File: config.mk
export PLATFORM = sky130hd
export DESIGN_NAME = traffic_ctrl
export DESIGN_NICKNAME = d
export VERILOG_FILES = /design/src/rtl/traffic_ctrl_pkg.sv /design/src/rtl/traffic_ctrl_dwell_timer.sv /design/src/rtl/traffic_ctrl.sv
export SDC_FILE = /design/constraint.sdc
export NUM_CORES = 1
export LEC_CHECK = 0
export CAP_MARGIN = 0
export CORE_AREA = 4 4 49 51
export DETAILED_ROUTE_END_ITERATION = 10
export DIE_AREA = 0 0 53 55
export PLACE_DENSITY = 0.69
export SYNTH_ARGS = -nofsm -noshare
export SYNTH_HDL_FRONTEND = slang
export SYNTH_SLANG_ARGS = --single-unit
File: constraint.sdc
create_clock -name clk -period 1.9 [get_ports clk]
set_input_delay 0.19 -clock clk [delete_from_list [all_inputs] [get_ports clk]]
set_output_delay 0.19 -clock clk [all_outputs]
set_load 0.03 [all_outputs]
File: src/rtl/traffic_ctrl_pkg.sv
// Shared definitions for the traffic controller: state codes, lamp
// encodings and the dwell-counter width.
package traffic_defs;

  localparam int DWELL_W = 4;

  // 3-bit state codes, also exported on the debug state port
  typedef enum logic [2:0] {
    NS_G   = 3'd0,
    NS_Y   = 3'd1,
    AR_A   = 3'd2,
    WALK_A = 3'd3,
    EW_G   = 3'd4,
    EW_Y   = 3'd5,
    AR_B   = 3'd6,
    WALK_B = 3'd7
  } state_e;

  // Lamp one-hot ordering is {red, yellow, green}
  localparam logic [2:0] LAMP_RED = 3'b100;
  localparam logic [2:0] LAMP_YEL = 3'b010;
  localparam logic [2:0] LAMP_GRN = 3'b001;

  // A zero dwell would never expire cleanly, so it is promoted to one tick
  function automatic logic [DWELL_W-1:0] clamp_dur(input logic [DWELL_W-1:0] p);
    return (p == '0) ? DWELL_W'(1) : p;
  endfunction

endpackage

File: src/rtl/traffic_ctrl_dwell_timer.sv
// Dwell counter: counts ticks since state entry and flags the final tick.
module dwell_timer
  import traffic_defs::*;
(
  input  logic               clk,
  input  logic               rst,
  input  logic               clr,
  input  logic               tick,
  input  logic [DWELL_W-1:0] dur,
  output logic               done
);

  logic [DWELL_W-1:0] cnt_q;
  logic [DWELL_W-1:0] cnt_d;

  // done fires on the tick that completes the dwell; clr restarts from zero
  always_comb begin
    cnt_d = cnt_q;
    done  = tick && (cnt_q == (dur - DWELL_W'(1)));
    if (clr) begin
      cnt_d = '0;
    end else if (tick) begin
      cnt_d = cnt_q + DWELL_W'(1);
    end
  end

  // Counter register with synchronous reset
  always_ff @(posedge clk) begin
    if (rst) begin
      cnt_q <= '0;
    end else begin
      cnt_q <= cnt_d;
    end
  end

endmodule

File: src/rtl/traffic_ctrl.sv
// Two-phase intersection controller with optional pedestrian walk phase
// after each all-red clearance. Moore FSM; outputs decode from state only.
module traffic_ctrl
  import traffic_defs::*;
#(
  parameter logic [DWELL_W-1:0] T_GREEN  = 4'd8,
  parameter logic [DWELL_W-1:0] T_YELLOW = 4'd2,
  parameter logic [DWELL_W-1:0] T_ALLRED = 4'd1,
  parameter logic [DWELL_W-1:0] T_WALK   = 4'd4
) (
  input  logic       clk,
  input  logic       rst,
  input  logic       tick,
  input  logic       ped_req,
  output logic [2:0] ns_lamp,
  output logic [2:0] ew_lamp,
  output logic       walk,
  output logic       ped_pending,
  output logic [2:0] state
);

  state_e             state_q, state_d;
  logic               ped_pending_q, ped_pending_d;
  logic [DWELL_W-1:0] dur;
  logic               done;
  logic               in_walk;

  // Every done is a state change, so the same pulse clears the dwell counter
  dwell_timer u_dwell (
    .clk  (clk),
    .rst  (rst),
    .clr  (done),
    .tick (tick),
    .dur  (dur),
    .done (done)
  );

  // Next-state, dwell select and pedestrian latch
  always_comb begin
    state_d       = state_q;
    ped_pending_d = ped_pending_q;
    dur           = clamp_dur(T_GREEN);
    in_walk       = (state_q == WALK_A) || (state_q == WALK_B);
    unique case (state_q)
      NS_G, EW_G:     dur = clamp_dur(T_GREEN);
      NS_Y, EW_Y:     dur = clamp_dur(T_YELLOW);
      AR_A, AR_B:     dur = clamp_dur(T_ALLRED);
      WALK_A, WALK_B: dur = clamp_dur(T_WALK);
      default:        dur = clamp_dur(T_GREEN);
    endcase
    if (done) begin
      unique case (state_q)
        NS_G:    state_d = NS_Y;
        NS_Y:    state_d = AR_A;
        AR_A:    state_d = ped_pending_q ? WALK_A : EW_G;
        WALK_A:  state_d = EW_G;
        EW_G:    state_d = EW_Y;
        EW_Y:    state_d = AR_B;
        AR_B:    state_d = ped_pending_q ? WALK_B : NS_G;
        WALK_B:  state_d = NS_G;
        default: state_d = NS_G;
      endcase
    end
    // Entering a walk phase services the request and beats a same-edge press
    if (ped_req && !in_walk) begin
      ped_pending_d = 1'b1;
    end
    if (done && ((state_d == WALK_A) || (state_d == WALK_B))) begin
      ped_pending_d = 1'b0;
    end
  end

  // State and pedestrian-latch registers
  always_ff @(posedge clk) begin
    if (rst) begin
      state_q       <= NS_G;
      ped_pending_q <= 1'b0;
    end else begin
      state_q       <= state_d;
      ped_pending_q <= ped_pending_d;
    end
  end

  // Moore output decode: lamps, walk and debug state
  always_comb begin
    ns_lamp     = LAMP_RED;
    ew_lamp     = LAMP_RED;
    walk        = 1'b0;
    ped_pending = ped_pending_q;
    state       = state_q;
    unique case (state_q)
      NS_G:           ns_lamp = LAMP_GRN;
      NS_Y:           ns_lamp = LAMP_YEL;
      EW_G:           ew_lamp = LAMP_GRN;
      EW_Y:           ew_lamp = LAMP_YEL;
      WALK_A, WALK_B: walk = 1'b1;
      default:        ;
    endcase
  end

endmodule

Word level (Yosys, flattened, before mapping). Memories as Yosys holds them, arrays and structs flattened. A register that Yosys moved wholly into a read port is not among the register bits. Cells that the tools add are included.

Add/sub/neg operators: 2. Multipliers: 0. Div/mod/pow operators: 0. Magnitude comparators: 0. Equal/unequal tests: 10. Shift-type cells: 0. Muxes and demuxes: 8. Bitwise gates (word level): 0. Reduce and logical (&&, ||, !) cells: 10.

Operators by type and width (count): $pmux 3 s8 (1); $eq 3x3->1 const B (5); $mux 3 (4); $pmux 3 s2 (2); $eq 3x2->1 const B (3); $reduce_or 2->1 (3); $add 4x1->4 const B (1); $eq 4x4->1 (1); $sub 4x1->4 const B (1); $eq 3x1->1 const B (1); $logic_and 1x1->1 (3); $logic_not 3->1 (1); $logic_or 1x1->1 (2); $logic_not 1->1 (1); $mux 1 (1).

Bits in registers: 8. Latch bits: 0. Memory bits (writable): 0. ROM bits: 32. Input port bits: 4. Output and inout bits: 11. Logic and storage cells: 34. Memories kept: 1.

Memory list: (no name shown) (depth 8, width 4, read ports 1, clocked after memory_dff 1, wr ports 0, line traffic_ctrl.sv:44) `unique case (state_q)`.

Logic depth before layout (Yosys ltp). Gate-level depths: netlist of run 1.

Depth after elaboration: 8. Mapped depth: 6. Gate-level depth less buffers: 6.

Modules after synthesis. From an unflattened synthesis of run 1, not the netlist that was laid out.

Cell total of the unflattened synthesis: 70. Area total of the unflattened synthesis: 616.8 sq um.

By module, submodules not included: traffic_ctrl (times used 1, cells each 44, area each 354.1 sq um, sequential area each 160.2 sq um); dwell_timer (times used 1, cells each 26, area each 262.8 sq um, sequential area each 80.1 sq um).

Worst setup path before layout of run 1. No wires, ideal clock.

Path kind: register to register. Start: register, netlist name dur[0]. End: register (tool-made name). Library setup time: 0.123 ns. Arrival time: 1.773 ns. Required time: 1.777 ns. Slack: 0.004 ns. Stages on the path, launching flop included: 7. Path buffers: 0. Period minus slack after synthesis: 1.896 ns. Cell sequence: dfxtp_1 > inv_1 > ha_1 > xor2_1 > nand4_4 > nor4b_4 > mux2_1.

==> key figures, run 1 <==
Outcome
  – Status: finished, final reports clean

Global route
  – Vias in the first global route: 529
  – Grt ovf: 0
  – Largest net degree at the start of global routing: 13
  – Global-route wire length before repair: 2270 µm
  – Gr usage total: 0.109
  – Initial antenna violation count: 0

Clock network
  – Clk buf depth: 2
  – H-Tree Depth: 1
  – Worst-path clk slew: 0.08 ns
  – Total CTS buffers: 3
  – Sinks on Clock Net: 12
  – Root buf cell: clkbuf_4
  – Clock latency at the later pin of the worst-skew pair: 0.28 ns
  – CTS tree: yes
  – Post-CTS Setup Bufs: 0

Final layout
  – Antenna Cells: 0
  – Area Growth Syn to Fin: 35.1%
  – Layout fillers: 189
  – Final nets: 102
  – Share of cells above drive strength 1: 0.211
  – Storage cell area: 241 µm²
  – Multi-input combinational cell area: 435 µm²

Floorplanning
  – Die ar.: 2920 µm²
  – Core ar.: 1940 µm²
  – Height of the die: 55 µm
  – Row count: 16
  – Initial Util: 0.360
  – Ports: 15
  – Die Wd: 53 µm

Critical path
  – Worst reg-to-reg path cell count: 6
  – Reg2Reg Setup Slack: 0.11 ns
  – Setup CP Type: reg -> reg
  – CP Max Fanout: 2
  – Buffers & Inverters on Critical Path: 1
  – Worst Setup Start Kind: flip-flop
  – Worst path cell trace: inv_1 > ha_1 > xor2_2 > nand4_4 > nor4b_4 > mux2_1
  – Worst EP required: 2.06 ns
  – Delay-heaviest family, CP: simple AND/OR/NAND/NOR gates
  – CP endpoint kind: flip-flop
  – Slowest CP cell: dfxtp_1
  – RR Startpoint: dur[0]$_SDFF_PN0_
  – CP arrival: 1.95 ns
  – CP max stage delay: 0.34 ns

Place
  – GP Congestion: 0.768
  – Final HPWL DP: 1170 µm
  – IO Port Bufs: 14

Detailed routing
  – ANT nets after route: 0
  – Vias per std cell: 4.89
  – Wirelength, routed: 1470 µm
  – DRC errors left: 0
  – Drt first-iter violations: 12
  – DR pass1 iterations: 4
  – Wirelength per Cell: 12.1 µm
  – Vias after detailed routing: 597

Synthesis
  – FF+latch count, synth: 12
  – Register area share after synthesis: 0.344
  – Synth Area per Inst: 9.31 µm²
  – Area leader, netlist: dfxtp_1
  – Area share of the largest cell type after synthesis: 0.344
  – Synthesis Warnings: 0
  – Synth cell types: 29
  – Mapped Cells: 75
  – Synth top area cells: dfxtp_1 (34%), xor2_2 (7.0%), nor2_1 (4.3%), xor2_1 (3.8%), ha_1 (3.6%)
  – Mapped cell area: 698 µm²
  – Synthesized net count: 81

STA
  – Fin crit period: 1.79 ns
  – Worst-margin pin slew: 0.432 ns
  – Final Max Slew Viols: 0
  – FMAX: 560 MHz
  – Fin crit share: 0.940
  – Max-slew headroom: 0.711
  – Endpoints failing hold: 0
  – Skew final: 0.0105 ns
  – Setup violations, final: 0
  – Setup TNS: 0 ns

Min path
  – Hold Path Stages: 3
  – HP Class: in -> reg
  – Hold path endpoint: ped_pending$_SDFFE_PP0P_
  – Hold_sp: ped_req

Power
  – PD cells: 550 nW/µm²
  – Leakage: 0.000389 µW
  – Clock Power Share: 0.394
  – Psw: 122 µW
  – Peak supply drop: 0.628 mV
  – Int Power: 397 µW
  – Net Sw Frac: 0.235
  – Comb power frac: 0.093
  – Design Power: 519 µW
  – Reg power frac: 0.513

Flow run
  – Max-cap viol count: 0
==> power by group through the flow <==
| stage | clock network [µW] | logic [µW] | registers, µW |
|---|---|---|---|
| final | 205 | 48.1 | 266 |
| after global routing | 227 | 52.8 | 267 |
| after CTS | 210 | 47.4 | 265 |
| after detailed placement | 0 | 47.3 | 272 |
| after global placement | 0 | 44.1 | 271 |
| after floorplan | 0 | 25.2 | 273 |
==> worst reg2reg max path, stage by stage, from the launching register on <==
cell and delay (ns):
dfxtp_1 0.34, inv_1 0.05, ha_1 0.32, xor2_2 0.23, nand4_4 0.14, nor4b_4 0.25
mux2_1 0.34
==> synth_stat cells <==
cell	instances
dfxtp_1	12
nor2_1	8
inv_1	5
nor3_1	5
a21oi_1	4
nand2_1	4
o21ai_0	4
clkbuf_1	3
xor2_1	3
xor2_2	3
ha_1	2
nand2b_1	2
nand3_1	2
nand4_1	2
xnor2_1	2
a211o_1	1
a311oi_1	1
and4_1	1
mux2_1	1
mux2i_1	1
nand4_4	1
nor2_2	1
nor2b_1	1
nor3_4	1
nor3b_1	1
nor4b_4	1
o22ai_1	1
or2_2	1
xnor3_2	1
==> flip-flops by register name (all words and copies together) (netlist names), named ones only <==
register       flops
ped_pending        1
u_dwell.cnt_q      4
dur                4
state              2
==> metrics by stage <==
stage / area [µm²] / cells / setup slack [ns] / util / hold WS, ns
floorplan: 698 / 75 / 0.00388 / - / 0.367
global placement: 898 / 118 / 0.114 / 0.463 / 0.536
detailed placement: 898 / 118 / 0.0637 / 0.463 / 0.550
CTS: 933 / 122 / 0.0410 / 0.481 / 0.538
global route: 943 / 122 / -0.00445 / 0.486 / 0.564
finish: 943 / 122 / 0.114 / 0.486 / 0.532
==> kinds of logic (layout without fill, tap and decap cells) <==
logic type | count (synthesis) | count (layout) | share of synthesized area
DFF | 12 | 12 | 0.344
AOI/OAI and AO/OA | 11 | 11 | 0.0914
buffers and inverters | 8 | 28 | 0.0430
adders and majority gates | 2 | 2 | 0.0358
xor gates and xnor gates | 9 | 9 | 0.167
and+or+nand+nor | 31 | 31 | 0.289
muxes | 2 | 2 | 0.0305
==> cell type report <==
class / instances / share of cell area
Sequential cell: 12 / 0.256
Multi-Input combinational cell: 55 / 0.462
Tap cell: 27 / 0.0358
Clock buffer: 4 / 0.0385
Inverter: 5 / 0.0199
Timing Repair Buffer: 19 / 0.188
==> placed cells by master (no fill, tap or decap), drive strengths merged, types with 2 or more instances in the layout <==
cell type and n:
nor3 6, inv 5, clkbuf 4, nand3 2
buf 5, clkdlybuf4s50 11, dlygate4sd2 2, a21oi 4
nand2 4, dfxtp 12, xnor2 2, o21ai 4
nor2 9, nand2b 2, ha 2, nand4 3
xor2 6
==> worst max-delay path by stage <==
stage | end | slack (ns) | startpoint | depth (start not counted)
2_1_floorplan | flip-flop | 0.004 | dur[0]$_SDFF_PN0_ | 6
3_3_place_gp | flip-flop | 0.11 | dur[0]$_SDFF_PN0_ | 6
3_5_place_dp | flip-flop | 0.06 | dur[0]$_SDFF_PN0_ | 6
4_1_cts | flip-flop | 0.04 | dur[0]$_SDFF_PN0_ | 6
5_1_grt | flip-flop | -0.004 | dur[0]$_SDFF_PN0_ | 6
6_report | flip-flop | 0.11 | dur[0]$_SDFF_PN0_ | 6
==> layer usage <==
layer / GRT usage / part of all wire / routed length, µm
met1: 0.125 / 0.42 / 620
met2: 0.188 / 0.52 / 764
met3: 0.0322 / 0.037 / 55
met4: 0.0511 / 0.021 / 31
met5: 0 / 0 / 0
==> what timing repair did <==
action / in CTS / in global routing
pin swaps: 0 / 1
hold buffers: 0 / 0
cloned: 0 / 0
setup endpoints to repair: 3 / 3
gates resized for setup: 3 / 2
Note: power is estimated with default switching activity, not from simulation.
==> run 2: changes to the inputs <==
Settings changed: GPL_TIMING_DRIVEN set to 0.
==> key figures, run 2 (synthesized netlist as in run 1, its figures left out) <==
Global route
  – Largest net degree at the start of global routing: 12 (-1)
  – Global-route wire length before repair: 2210 µm (-2.5%)
  – Grt ovf: 0 (unchanged)
  – Vias in the first global route: 524 (-0.95%)
  – Initial antenna violation count: 0 (unchanged)
  – Gr usage total: 0.109 (-0.000383)

STA
  – Fin crit period: 1.82 ns (+0.0339 ns)
  – Final Worst Setup Slack: 0.0799 ns (-0.0339 ns)
  – Fin crit share: 0.958 (+0.0178)
  – Skew final: 0.000546 ns (-0.00993 ns)
  – Setup TNS: 0 ns (unchanged)
  – FMAX: 549 MHz (-1.9%)
  – Endpoints failing hold: 0 (unchanged)
  – Setup violations, final: 0 (unchanged)
  – Worst-margin pin slew: 0.413 ns (-0.0187 ns)
  – Max-slew headroom: 0.724 (+0.0134)
  – Final Max Slew Viols: 0 (unchanged)

Floorplanning
  – Die ar.: 2920 µm² (unchanged)
  – Core ar.: 1940 µm² (unchanged)
  – Initial Util: 0.360 (unchanged)
  – Height of the die: 55 µm (unchanged)
  – Die Wd: 53 µm (unchanged)
  – Row count: 16 (unchanged)
  – Ports: 15 (unchanged)

Detailed routing
  – Drt first-iter violations: 17 (+5)
  – DR pass1 iterations: 4 (unchanged)
  – Wirelength, routed: 1390 µm (-5.4%)
  – ANT nets after route: 0 (unchanged)
  – Wirelength per Cell: 11.6 µm (-3.9%)
  – Vias after detailed routing: 570 (-4.5%)
  – Vias per std cell: 4.75 (-2.9%)
  – DRC errors left: 0 (unchanged)

Flow run
  – Max-cap viol count: 0 (unchanged)

Clock network
  – Total CTS buffers: 3 (unchanged)
  – CTS tree: yes
  – Sinks on Clock Net: 12 (unchanged)
  – Hold buffer count at cts: 0 (unchanged)
  – Clk buf depth: 2 (unchanged)
  – Root buf cell: clkbuf_4
  – Worst-path clk slew: 0.07 ns (about the same)
  – Clock latency at the later pin of the worst-skew pair: 0.27 ns (about the same)
  – H-Tree Depth: 1 (unchanged)

Min path
  – HP Class: reg -> reg

Critical path
  – Worst setup startpoint: dur[0]$_SDFF_PN0_
  – Worst EP required: 2.06 ns (about the same)
  – Worst path cell trace: inv_2 > ha_4 > xor2_4 > nand4_4 > nor4b_4 > mux2_4
  – Reg2Reg Setup Slack: 0.08 ns (-0.03 ns)
  – CP arrival: 1.98 ns (+0.03 ns)
  – Worst Setup Start Kind: flip-flop
  – RR Startpoint: dur[0]$_SDFF_PN0_
  – CP endpoint kind: flip-flop
  – CP Max Fanout: 4 (+2)
  – CP max stage delay: 0.38 ns (+0.04 ns)
  – Setup CP Type: reg -> reg
  – Worst reg-to-reg path cell count: 6 (unchanged)
  – Slowest CP cell: dfxtp_4

Place
  – Area after DPL: 872 µm² (-2.9%)
  – GP Congestion: 0.713 (-7.0%)
  – Final HPWL DP: 1050 µm (-10%)
  – Post-Place Cells: 116 (-1.7%)
  – DP Worst Slack: -0.158 ns (-0.222 ns)
  – IO Port Bufs: 14 (unchanged)

Power
  – Leakage: 0.000371 µW (-4.5%)
  – Peak supply drop: 0.425 mV (-32%)
  – PD cells: 486 nW/µm² (-12%)

Final layout
  – Most common cell after layout, fill and taps aside: clkdlybuf4s50_1
  – Area Growth Syn to Fin: 36.2%
  – Final nets: 101 (-0.98%)
  – Layout Cells excl Fill: 120 (-1.6%)
  – Fin area: 951 µm² (+0.80%)
  – Share of cells above drive strength 1: 0.247 (+0.0368)
  – Commonest non-fill, non-tap cells in the layout: clkdlybuf4s50_1 (10), nor2_1 (8), dfxtp_1 (8)
  – Antenna Cells: 0 (unchanged)

Outcome
  – Status: finished, final reports clean
run 2: cell count changes in the layout (fill, tap and decap cells not counted), sizes merged:
cell / change
clkdlybuf4s50: -1
dlygate4sd2: +1
buf: -2
run 2: report_power, final:
group	leakage [µW]	total (µW)	switching (µW)	internal, µW
clock network	0.0000138	151	77.5	73.3
registers	0.0000998	265	9.38	256
logic	0.000258	46.2	23.4	22.8
run 2: stage by stage:
stage	util	total power, µW	hold WS [ns]
6_report	0.490	463	0.558
5_1_grt	0.490	487	0.571
2_1_floorplan	-	298	0.367
3_3_place_gp	0.449	314	0.546
4_1_cts	0.459	471	0.561
3_5_place_dp	0.449	315	0.551
run 2: worst min path at each step:
stage                                         from                            end  slack (ns)  depth (start not counted)
after detailed placement  ped_pending$_SDFFE_PP0P_       ped_pending$_SDFFE_PP0P_        0.55                          2
after CTS                 ped_pending$_SDFFE_PP0P_       ped_pending$_SDFFE_PP0P_        0.56                          2
after global placement    ped_pending$_SDFFE_PP0P_       ped_pending$_SDFFE_PP0P_        0.55                          2
after global routing                       ped_req       ped_pending$_SDFFE_PP0P_        0.57                          3
after floorplan                               tick  u_dwell.cnt_q[0]$_SDFFE_PP0P_        0.37                          2
final                     ped_pending$_SDFFE_PP0P_       ped_pending$_SDFFE_PP0P_        0.56                          2
run 2: area by class of cell:
class                      count  area (µm²)
fill                         184         991
multi-input combinational     55         463
sequential                    12         248
timing repair buffer          17         161
tap                           27        33.8
clock buffer                   3        22.5
inverter                       5        18.8
buffer                         1        3.75
run 2: what timing repair did:
action                                  4_1_cts  5_1_grt
buffers inserted                              0        3
endpoints found under the setup margin        9        6
gates resized for setup                       5        9
pin swaps                                     1        4
run 2: worst max-delay path, delay by kind of cell, from the launching register on:
| kind | cells | cell delay (ns) |
|---|---|---|
| DFF | 1 | 0.38 |
| buffers and inverters | 1 | 0.05 |
| and+or+nand+nor | 2 | 0.49 |
| xor gates and xnor gates | 1 | 0.18 |
| muxes | 1 | 0.33 |
| adders and majority gates | 1 | 0.28 |
run 2: layer usage:
metal | GRT usage | vias up | share of wire
li1 | - | 294 | -
met1 | 0.122 | 257 | 0.44
met2 | 0.174 | 15 | 0.49
met3 | 0.0429 | 4 | 0.038
met4 | 0.0681 | 0 | 0.029
met5 | 0 | - | 0
==> run 3: changes to the inputs <==
Settings changed: ABC_AREA set to 1.
==> key figures, run 3 <==
Outcome
  – Status: finished, final reports clean

Floorplanning
  – Core ar.: 1940 µm² (unchanged)
  – Row count: 16 (unchanged)
  – Die ar.: 2920 µm² (unchanged)
  – Ports: 15 (unchanged)
  – Height of the die: 55 µm (unchanged)
  – Die Wd: 53 µm (unchanged)
  – Initial Util: 0.361 (+0.00193)

Detailed routing
  – Wirelength per Cell: 9.46 µm (-18%)
  – DRC errors left: 0 (unchanged)
  – DR pass1 iterations: 4 (unchanged)
  – Vias per std cell: 4.48 (-5.7%)
  – Drt first-iter violations: 5 (-12)
  – Vias after detailed routing: 685 (+20%)
  – Wirelength, routed: 1450 µm (+4.0%)
  – ANT nets after route: 0 (unchanged)

Power
  – Leakage: 0.000452 µW (+22%)
  – Peak supply drop: 0.250 mV (-41%)
  – PD cells: 549 nW/µm² (+13%)
  – Design Power: 498 µW (+7.6%)

STA
  – Setup TNS: 0 ns (unchanged)
  – Unrepaired setup endpoints after global routing: false
  – Worst-margin pin slew: 0.318 ns (-0.0958 ns)
  – Skew final: 0.00101 ns (+0.000459 ns)
  – Fin crit share: 0.932 (-0.0256)
  – Endpoints failing hold: 0 (unchanged)
  – FMAX: 565 MHz (+2.7%)
  – Final Max Slew Viols: 0 (unchanged)
  – Setup violations, final: 0 (unchanged)
  – Fin crit period: 1.77 ns (-0.0487 ns)
  – Max-slew headroom: 0.788 (+0.0632)

Synthesis
  – Top_reg_cell synth: dfxtp_1
  – Area share of the largest cell type after synthesis: 0.342 (-0.00184)
  – Synth cell types: 18 (-38%)
  – Register area share after synthesis: 0.342 (-0.00184)
  – Most common cell in the netlist: nand2_1
  – Post-synth ARST share: 0 (unchanged)
  – Synthesis Warnings: 0 (unchanged)
  – Post-synth EDFFs: 0 (unchanged)
  – Synthesized net count: 114 (+41%)
  – Most frequent cells after synthesis: nand2_1 (29), inv_1 (21), nor2_1 (15)
  – FF+latch count, synth: 12 (unchanged)
  – Mapped cell area: 702 µm² (+0.54%)
  – Synth Area per Inst: 6.50 µm² (-30%)
  – Area leader, netlist: dfxtp_1
  – Synth top area cells: dfxtp_1 (34%), nand2_1 (16%), inv_1 (11%), nor2_1 (8.0%), nand3_1 (7.8%)
  – Mapped Cells: 108 (+44%)

Clock network
  – Clk buf depth: 2 (unchanged)
  – Sinks on Clock Net: 12 (unchanged)
  – Total CTS buffers: 3 (unchanged)
  – Post-CTS Setup Bufs: 0 (unchanged)
  – Clock latency at the later pin of the worst-skew pair: 0.27 ns (about the same)
  – Root buf cell: clkbuf_4
  – H-Tree Depth: 1 (unchanged)
  – Worst-path clk slew: 0.07 ns (about the same)
  – CTS tree: yes

Final layout
  – Most common cell after layout, fill and taps aside: nand2_1
  – Commonest non-fill, non-tap cells in the layout: nand2_1 (29), inv_1 (21), nor2_1 (15)
  – Post-layout util: 0.467 (-0.0226)
  – Antenna Cells: 0 (unchanged)
  – Area Growth Syn to Fin: 29.2%
  – Fin area: 907 µm² (-4.6%)
  – Final nets: 133 (+32%)
  – Layout fillers: 215 (+17%)
  – Share of cells above drive strength 1: 0.0952 (-0.152)

Place
  – IO Port Bufs: 14 (unchanged)
  – Area after DPL: 876 µm² (+0.43%)
  – GP Congestion: 0.853 (+20%)
  – Final HPWL DP: 1160 µm (+11%)

Critical path
  – CP endpoint kind: output pin
  – R2R Path End: dur[3]$_SDFF_PP0_
  – RR Startpoint: dur[0]$_SDFF_PN0_
  – Delay-heaviest family, CP: buffers and inverters
  – CP Max Fanout: 7 (+3)
  – Reg2Reg Setup Slack: 0.25 ns (+0.17 ns)
  – Worst path cell trace: inv_1 > nand2_1 > clkdlybuf4s50_1
  – CP arrival: 1.58 ns (-0.40 ns)
  – Worst reg-to-reg path cell count: 12 (+6)
  – Buffers & Inverters on Critical Path: 2 (+1)
  – CP Capture Point: ns_lamp[2]
  – Worst EP required: 1.71 ns (-0.35 ns)
  – Worst Setup Start Kind: flip-flop
  – Critical path depth: 3 (-3)
  – Slowest CP cell: clkdlybuf4s50_1
  – CP max stage delay: 0.66 ns (+0.28 ns)
  – Setup CP Type: reg -> out

Flow run
  – Max-cap viol count: 0 (unchanged)

Global route
  – Global-route wire length before repair: 2770 µm (+25%)
  – Grt ovf: 0 (unchanged)
  – Largest net degree at the start of global routing: 9 (-3)
  – Initial antenna violation count: 0 (unchanged)
  – Gr usage total: 0.128 (+0.0191)
  – Vias in the first global route: 668 (+27%)

Min path
  – HP Class: reg -> reg
[run 3: cells by family after synthesis]
logic type,Yosys count,synth area share
fa+ha+maj,2,0.0356
mux,1,0.0143
xor+xnor,3,0.0374
flops,12,0.342
buf+inv,21,0.112
compound gates,5,0.0392
simple gates,64,0.419
[run 3: routing by layer]
layer / track usage / vias to the layer above / share of wire
met2: 0.202 / 19 / 0.43
met4: 0.0383 / 0 / 0.013
met3: 0.0429 / 2 / 0.068
li1: - / 364 / -
met1: 0.165 / 300 / 0.49
met5: 0 / - / 0
[run 3: worst min path at each step]
stage,start,end,slack (ns),depth (start not counted)
finish,u_dwell.cnt_q[2]$_SDFFE_PP0P_,u_dwell.cnt_q[2]$_SDFFE_PP0P_,0.50,2
global route,u_dwell.cnt_q[2]$_SDFFE_PP0P_,u_dwell.cnt_q[2]$_SDFFE_PP0P_,0.56,2
detailed placement,u_dwell.cnt_q[2]$_SDFFE_PP0P_,u_dwell.cnt_q[2]$_SDFFE_PP0P_,0.49,2
CTS,u_dwell.cnt_q[2]$_SDFFE_PP0P_,u_dwell.cnt_q[2]$_SDFFE_PP0P_,0.50,2
floorplan,rst,state[1]$_SDFF_PP0_,0.26,1
global placement,u_dwell.cnt_q[2]$_SDFFE_PP0P_,u_dwell.cnt_q[2]$_SDFFE_PP0P_,0.49,2
[run 3: repair_timing]
action	4_1_cts	5_1_grt
gates resized for setup	5	1
endpoints found under the setup margin	5	2
hold buffers	0	0
hold endpoints to repair	0	0
[run 3: power breakdown]
part	total [µW]	switching (µW)	internal, µW
Combinational	37.5	20.1	17.4
Clock	197	80.7	116
Sequential	263	6.39	257
Total	498	107	391
[run 3: worst register-to-register path, cell delays in order, from the launching register on]
cell and delay [ns]:
dfxtp_1 0.35, inv_1 0.06, ha_1 0.30, nand2_1 0.07
inv_1 0.03, nor2_1 0.07, nand2_1 0.09, nor2_4 0.18
nand2_4 0.10, nand2_2 0.08, nand3_2 0.09, nand2_1 0.08
inv_1 0.03
[run 3: area by class of cell]
| type | instances | area [µm²] | share of cell area |
|---|---|---|---|
| Tap cell | 27 | 33.8 | 0.0372 |
| Timing Repair Buffer | 14 | 134 | 0.148 |
| Inverter | 21 | 78.8 | 0.0869 |
| Multi-Input combinational cell | 75 | 383 | 0.422 |
| Sequential cell | 12 | 241 | 0.266 |
| Clock buffer | 4 | 36.3 | 0.0400 |
[run 3: stage by stage]
step,cells,setup slack (ns),hold WS (ns)
6_report,153,0.129,0.499
5_1_grt,153,0.0106,0.560
3_5_place_dp,149,0.201,0.491
3_3_place_gp,149,0.199,0.486
2_1_floorplan,108,0.385,0.259
4_1_cts,153,0.0268,0.503
